File: config.mk
export PLATFORM = sky130hd
export DESIGN_NAME = bit_matrix_transposer
export DESIGN_NICKNAME = d
export VERILOG_FILES = /design/src/rtl/bit_matrix_transposer.sv
export SDC_FILE = /design/constraint.sdc
export NUM_CORES = 1
export LEC_CHECK = 0
export ABC_CLOCK_PERIOD_IN_PS = 3500
export CORE_ASPECT_RATIO = 0.5
export CORE_UTILIZATION = 30
export DETAILED_ROUTE_END_ITERATION = 6
export PLACE_DENSITY = 0.57
export SYNTH_ARGS = -nofsm -noshare
export SYNTH_HDL_FRONTEND = slang
export SYNTH_SLANG_ARGS = --single-unit
File: constraint.sdc
create_clock -name clk -period 3.5 [get_ports clk]
set_input_delay 1.05 -clock clk [delete_from_list [all_inputs] [get_ports clk]]
set_output_delay 1.05 -clock clk [all_outputs]
set_load 0.02 [all_outputs]
File: src/rtl/bit_matrix_transposer.sv
// Corner-turn: N rows in, N transposed columns out (column c bit r = row r bit c); `BIT_MATRIX_TRANSPOSER_PINGPONG_EN selects two banks.
// Latency: column 0 is valid the cycle after row N-1 is accepted; out_col/out_last hold while stalled.
// Backpressure: in_ready low while the write bank is full; out_valid/in_ready come only from registered state.
module bit_matrix_transposer #(
  parameter int N = 5
) (
  input  logic         clk,
  input  logic         reset,
  input  logic         in_valid,
  output logic         in_ready,
  input  logic [N-1:0] in_row,
  output logic         out_valid,
  input  logic         out_ready,
  output logic [N-1:0] out_col,
  output logic         out_last
);

  localparam int IW = $clog2(N);
  localparam logic [IW-1:0] LAST = IW'(N - 1);

  logic [IW-1:0] wr_idx;
  logic [IW-1:0] rd_idx;

  assign out_last = out_valid && (rd_idx == LAST);

`ifdef BIT_MATRIX_TRANSPOSER_PINGPONG_EN

  logic [N-1:0] bank [2][N];
  logic [1:0]   full;
  logic         wr_bank;
  logic         rd_bank;
  logic         wr_fire;
  logic         rd_fire;

  assign in_ready  = !full[wr_bank];
  assign out_valid = full[rd_bank];
  assign wr_fire   = in_valid && in_ready;
  assign rd_fire   = out_valid && out_ready;

  // A bank cannot be both filling and draining, so the two halves never touch the same flag.
  always_ff @(posedge clk or posedge reset) begin
    if (reset) begin
      full    <= '0;
      wr_bank <= 1'b0;
      rd_bank <= 1'b0;
      wr_idx  <= '0;
      rd_idx  <= '0;
      for (int b = 0; b < 2; b++)
        for (int r = 0; r < N; r++)
          bank[b][r] <= '0;
    end else begin
      if (wr_fire) begin
        bank[wr_bank][wr_idx] <= in_row;
        if (wr_idx == LAST) begin
          wr_idx        <= '0;
          full[wr_bank] <= 1'b1;
          wr_bank       <= ~wr_bank;
        end else begin
          wr_idx <= wr_idx + 1'b1;
        end
      end
      if (rd_fire) begin
        if (rd_idx == LAST) begin
          rd_idx        <= '0;
          full[rd_bank] <= 1'b0;
          rd_bank       <= ~rd_bank;
        end else begin
          rd_idx <= rd_idx + 1'b1;
        end
      end
    end
  end

  always_comb begin
    out_col = '0;
    for (int r = 0; r < N; r++)
      out_col[r] = bank[rd_bank][r][rd_idx];
  end

`else

  typedef enum logic {FILL, DRAIN} state_t;

  state_t       state;
  logic [N-1:0] bank [N];

  always_ff @(posedge clk or posedge reset) begin
    if (reset) begin
      state     <= FILL;
      in_ready  <= 1'b1;
      out_valid <= 1'b0;
      wr_idx    <= '0;
      rd_idx    <= '0;
      for (int r = 0; r < N; r++)
        bank[r] <= '0;
    end else begin
      case (state)
        FILL: begin
          if (in_valid) begin
            bank[wr_idx] <= in_row;
            if (wr_idx == LAST) begin
              wr_idx    <= '0;
              state     <= DRAIN;
              in_ready  <= 1'b0;
              out_valid <= 1'b1;
            end else begin
              wr_idx <= wr_idx + 1'b1;
            end
          end
        end
        DRAIN: begin
          if (out_ready) begin
            if (rd_idx == LAST) begin
              rd_idx    <= '0;
              state     <= FILL;
              in_ready  <= 1'b1;
              out_valid <= 1'b0;
            end else begin
              rd_idx <= rd_idx + 1'b1;
            end
          end
        end
        default: state <= FILL;
      endcase
    end
  end

  always_comb begin
    out_col = '0;
    for (int r = 0; r < N; r++)
      out_col[r] = bank[r][rd_idx];
  end

`endif

endmodule

==> results.json, run 1 <==
{
  "yosys-top-cells-area": "dfrtp_1, mux2_2, ha_1, mux2i_1, o21ai_0",
  "gp_congestion": 0.761,
  "start_util": 0.319,
  "synth-seq-cells": 34,
  "grt_pass1_wl_mm": 5.31,
  "fp.dieW_um": 106,
  "io_pins": 17,
  "insertion_delay_ps": 280,
  "synthArstFlopShare": 1.00,
  "leakagePower_nw": 0.832,
  "yosysTopAreaCellShare": 0.513,
  "run_status": "complete, no violations",
  "cp.required_ps": 2450,
  "cts_inserted_buffers": 5,
  "setup_violations": 0,
  "syn_nets": 142,
  "drive_gt1_frac": 0.276,
  "area_delta_synth_final_pct": 20.1,
  "cap_viol_max_count": 0,
  "p_per_area_nw_per_um2": 925,
  "switching_share": 0.351,
  "hold_path_class": "reg -> reg",
  "period_minus_slack_ps": 3390,
  "routed-via-count": 1045,
  "tightest_slew_ps": 668,
  "ys.flop_type": "dfrtp_1",
  "fin_crit_sh": 0.968,
  "path_max_fanout": 15,
  "clk_pin_slew_ps": 70,
  "critPathLaunchType": "register",
  "finClkSkew_ps": 6.35,
  "fp.dieH_um": 53.8,
  "ys_types": 23,
  "cts_setup_buffers": 0,
  "wl_per_cell_um": 13.7,
  "regArea_um2": 852,
  "synth.cell_area_um2": 1610,
  "crit_family": "flip-flops",
  "yosys.area.top_type": "dfrtp_1",
  "combPwrFrac": 0.423,
  "seqPwrFrac": 0.420,
  "first_iter_violations": 42,
  "clk_path_buf_depth": 2,
  "dp.final_hpwl_mm": 2.15,
  "whs_path_depth": 1,
  "slew-limit-headroom": 0.555,
  "crit_arrival_ps": 2340,
  "cp_num_buf_inv": 1,
  "drcViolationCount": 0,
  "drt-vias-per-instance": 4.71,
  "synth_edf_count": 0,
  "r2r_cells": 5,
  "netSwitchingPower_w": 0.000628,
  "num_rows": 18,
  "ys_seq_area_frac": 0.530,
  "power.internal_w": 0.00116,
  "clock_sinks": 34,
  "port_buffers": 16,
  "htreeDepth": 2,
  "coreArea_um2": 5040,
  "synthCells": 129,
  "fillers": 495,
  "avgSynthCellArea_um2": 12.5,
  "slowest_stage": "dfrtp_1",
  "grt-ovfl-total": 0,
  "path_depth": 3,
  "antenna_left": 0,
  "criticalPathCategory": "reg -> out",
  "multi_input_area_um2": 727,
  "peakVddDrop_mv": 0.243,
  "tns_ps": 0,
  "antenna_found_initial": 0,
  "grt_usage": 0.126,
  "cts_hold_buf": 0,
  "critPathMaxStageDelay_ps": 770,
  "clock.fmax_mhz": 295,
  "root_buffer": "clkbuf_8",
  "die_area_um2": 5680,
  "drv_slew": 0,
  "rsz0062_at_grt": "false",
  "finalHoldViolations": 0,
  "nNetsFinal": 164,
  "grt_pass1_vias": 1079,
  "diodes": 0,
  "crit_path_cell_trace": "mux2_2, a221o_1, clkdlybuf4s50_1",
  "routed_wirelength_mm": 3.04,
  "end_kind": "output port",
  "firstDrtPassIters": 4,
  "power.clock.fraction": 0.157,
  "fin_hold_ws_ps": 504,
  "cts_tree": "built",
  "yosys_warnings": 0,
  "grt_max_degree": 35
}
## cells in the final DEF (no fill, tap or decap)
cell,count
dfrtp_1,33
mux2_2,31
clkdlybuf4s50_1,16
o21ai_0,10
nor2_1,9
nand2_1,8
inv_1,5
nand3_1,5
mux2i_1,5
clkbuf_8,5
a221o_1,4
ha_1,4
clkbuf_1,3
nor3b_2,2
and3_1,2
nand2b_1,2
nor2b_2,1
nand3_2,1
nor2b_1,1
o22a_1,1
a22oi_1,1
a21o_1,1
dfstp_2,1
buf_4,1
## routing by layer
metal / track usage / up-vias / share of wire
met2: 0.214 / 10 / 0.45
met1: 0.158 / 525 / 0.52
met4: 0.0556 / 0 / 0.0079
li1: - / 507 / -
met5: 0 / - / 0
met3: 0.0327 / 3 / 0.020
## sequential cells by signal, indices dropped and copies added, names as in the netlist
register / flops
bank: 25
in_ready: 1
out_valid: 1
rd_idx: 3
state: 1
wr_idx: 3
## cell families (layout without fill, tap and decap cells)
logic type,after synthesis,after routing,share of synthesized area
muxes,36,36,0.248
DFF,34,34,0.530
and+or+nand+nor,31,31,0.0988
AOI/OAI and AO/OA,17,17,0.0708
buffers and inverters,7,30,0.0218
adders and majority gates,4,4,0.0311
## timing repair
item | in CTS | in global routing
gates resized for setup | 0 | 1
endpoints found under the setup margin | 0 | 5
hold endpoints to repair | 0 | 0
## through the flow
step / setup WS (ps) / util / total power (W) / cells / cell area [um^2]
after CTS: 15.0 / 0.382 / 0.00181 / 222 / 1930
after global placement: 351 / 0.366 / 0.00150 / 214 / 1850
after global routing: 5.21 / 0.383 / 0.00193 / 222 / 1930
after detailed placement: 327 / 0.366 / 0.00152 / 214 / 1850
after floorplan: 1090 / - / 0.00127 / 129 / 1610
final: 113 / 0.383 / 0.00179 / 222 / 1930
## path summary, 6_finish.rpt
| check | slack (ps) | startpoint | to |
|---|---|---|---|
| max in group asynchronous | 2000 | reset | in_ready |
| min in group asynchronous | 1160 | reset | wr_idx[2] |
| max reg2reg | 1900 | rd_idx[0] | rd_idx[0] |
| min reg2reg | 500 | bank[12] | bank[12] |
| min | 500 | bank[12] | bank[12] |
| max | 110 | rd_idx[0] | out_col[0] |
## power groups by stage
stage	clock (W)	sequential [W]	combinational, W
floorplan	0	0.000709	0.000561
global placement	0	0.000750	0.000752
detailed placement	0	0.000754	0.000763
CTS	0.000294	0.000748	0.000766
global route	0.000306	0.000788	0.000840
finish	0.000280	0.000751	0.000757
## Yosys cell counts, types with 2 or more instances
cell      number
ha_1           4
inv_1          5
nand2b_1       2
mux2_2        31
and3_1         2
o21ai_0       10
dfrtp_1       33
mux2i_1        5
nand3_1        5
a221o_1        4
nand2_1        8
nor2_1         9
## cell type report
class	instances	share of cell area
clock buffer	8	0.0414
inverter	5	0.00971
multi-input combinational	88	0.376
sequential	34	0.441
tap	70	0.0453
timing repair buffer	17	0.0867
Power figures use the tool's default switching activity.
==> run 2: changes to the inputs <==
ABC_CLOCK_PERIOD_IN_PS = 2800   (was 3500)
PLACE_DENSITY = 0.58   (was 0.57)
clock period = 2.8 ns   (was 3.5 ns; I/O delays follow)
==> run 2 against run 1 <==
Sequential power up 23%. Non-clock buffer count increased by 4. Die area unchanged. Utilization up 0.60 points. Setup slack improved by 83 ps. Via count increased by 2.8%. Flip-flop and latch count is the same. Total power grew 25%. Highest routed layer unchanged.
==> results.json, run 2 (synthesis gave the netlist of run 1 again) <==
{
  "fp.dieW_um": 106,
  "hold_path_class": "reg -> reg",
  "coreArea_um2": 5040,
  "port_buffers": 16,
  "peakVddDrop_mv": 0.301,
  "grt_max_degree": 35,
  "whs_path_depth": 2,
  "fp.dieH_um": 53.8,
  "cp_num_buf_inv": 2,
  "rsz0062_at_grt": "false",
  "cp.required_ps": 1960,
  "finClkSkew_ps": 4.32,
  "wl_per_cell_um": 13.5,
  "routed_wirelength_mm": 3.05,
  "cts_inserted_buffers": 5,
  "run_status": "complete, no violations",
  "leakagePower_nw": 0.877,
  "dp.final_hpwl_mm": 2.23,
  "slowest_stage": "dfrtp_2",
  "die_area_um2": 5680,
  "io_pins": 17,
  "nNetsFinal": 168,
  "cap_viol_max_count": 0,
  "clock_sinks": 34,
  "period_minus_slack_ps": 2600,
  "layout_commonest_cell": "dfrtp_1",
  "path_depth": 5,
  "p_per_area_nw_per_um2": 1140,
  "crit_arrival_ps": 1760,
  "antenna_found_initial": 0,
  "start_util": 0.319,
  "tns_ps": 0,
  "r2r_cells": 3,
  "cts_tree": "built",
  "gp_congestion": 0.739,
  "critPathLaunchType": "register",
  "area_delta_synth_final_pct": 22.0,
  "clk_path_buf_depth": 2,
  "design_area_um2": 1960,
  "drcViolationCount": 0,
  "postPlaceCellArea_um2": 1870,
  "insertion_delay_ps": 290,
  "largest_register": "bank",
  "fillers": 505,
  "crit_path_cell_trace": "buf_4, mux2i_1, nor2_1, a221o_1, dlygate4sd2_1",
  "seqPwrFrac": 0.411,
  "criticalPathCategory": "reg -> out",
  "first_iter_violations": 15,
  "switching_share": 0.352,
  "grt-ovfl-total": 0,
  "grt_usage": 0.123,
  "finalHoldViolations": 0,
  "routed-via-count": 1074,
  "critPathMaxStageDelay_ps": 470,
  "grt_pass1_vias": 1052,
  "power.internal_w": 0.00145,
  "top_regs": "bank (25), rd_idx (3), wr_idx (3)",
  "netSwitchingPower_w": 0.000790,
  "drive_gt1_frac": 0.308,
  "setup_violations": 0,
  "clk_pin_slew_ps": 70,
  "tightest_slew_ps": 443,
  "power.clock.fraction": 0.168,
  "num_rows": 18,
  "cts_hold_buf": 0,
  "largest_reg_flops": 25,
  "combPwrFrac": 0.421,
  "path_max_fanout": 9,
  "diodes": 0,
  "clock.fmax_mhz": 384,
  "grt_pass1_wl_mm": 5.09,
  "drt-vias-per-instance": 4.75,
  "final_cell_mix": "dfrtp_1, mux2_2, o21ai_0, clkdlybuf4s50_1, nor2_1",
  "antenna_left": 0,
  "htreeDepth": 2,
  "end_kind": "output port",
  "root_buffer": "clkbuf_8",
  "firstDrtPassIters": 4,
  "crit_family": "buffers and inverters",
  "slew-limit-headroom": 0.705,
  "drv_slew": 0,
  "fin_crit_sh": 0.930
}
## run 2: per-layer routing
layer / wire (um) / global-route usage / vias to the layer above
li1: - / - / 512
met2: 1390 / 0.197 / 12
met1: 1510 / 0.154 / 544
met4: 46 / 0.0694 / 0
met3: 97 / 0.0363 / 6
met5: 0 / 0 / -
## run 2: worst reg2reg max path, stage by stage (launching register included)
cell and delay (ps):
dfrtp_1 460, nor2b_2 250, and3_1 350, mux2_2 370
## run 2: layout make-up
cell class                 instances  area, um^2  share of cell area
timing repair buffer              21         190              0.0969
inverter                           5        18.8             0.00956
clock buffer                       7        86.3              0.0440
clock inverter                     1        5.00             0.00255
sequential                        34         853               0.435
tap                               70        87.6              0.0446
multi-input combinational         88         722               0.368
## run 2: stage by stage
stage | utilization | setup WS [ps] | instances | hold WS, ps | power, W
4_1_cts | 0.389 | 177 | 226 | 510 | 0.00227
2_1_floorplan | - | 597 | 129 | 474 | 0.00159
3_3_place_gp | 0.371 | 181 | 217 | 484 | 0.00190
6_report | 0.389 | 196 | 226 | 503 | 0.00224
3_5_place_dp | 0.371 | 160 | 217 | 493 | 0.00193
5_1_grt | 0.389 | 117 | 226 | 525 | 0.00241
## run 2: what timing repair did
action / in CTS / in global routing
setup endpoints to repair: 6 / 0
buffers inserted: 1 / 0
resized for setup: 7 / 0
## run 2: power groups by stage
stage | Sequential [W] | Clock, W | Combinational (W)
floorplan | 0.000887 | 0 | 0.000702
global placement | 0.000926 | 0 | 0.000977
detailed placement | 0.000928 | 0 | 0.000997
CTS | 0.000921 | 0.000390 | 0.000961
global route | 0.000959 | 0.000404 | 0.00105
finish | 0.000921 | 0.000376 | 0.000943
## run 2: path summary, 6_finish.rpt
path	start	end	slack [ps]
max reg2reg	state	bank[7]	1260
min reg2reg	in_ready	in_ready	500
max	rd_idx[0]	out_col[0]	200
max in group asynchronous	reset	rd_idx[0]	1520
min	in_ready	in_ready	500
min in group asynchronous	reset	bank[16]	940
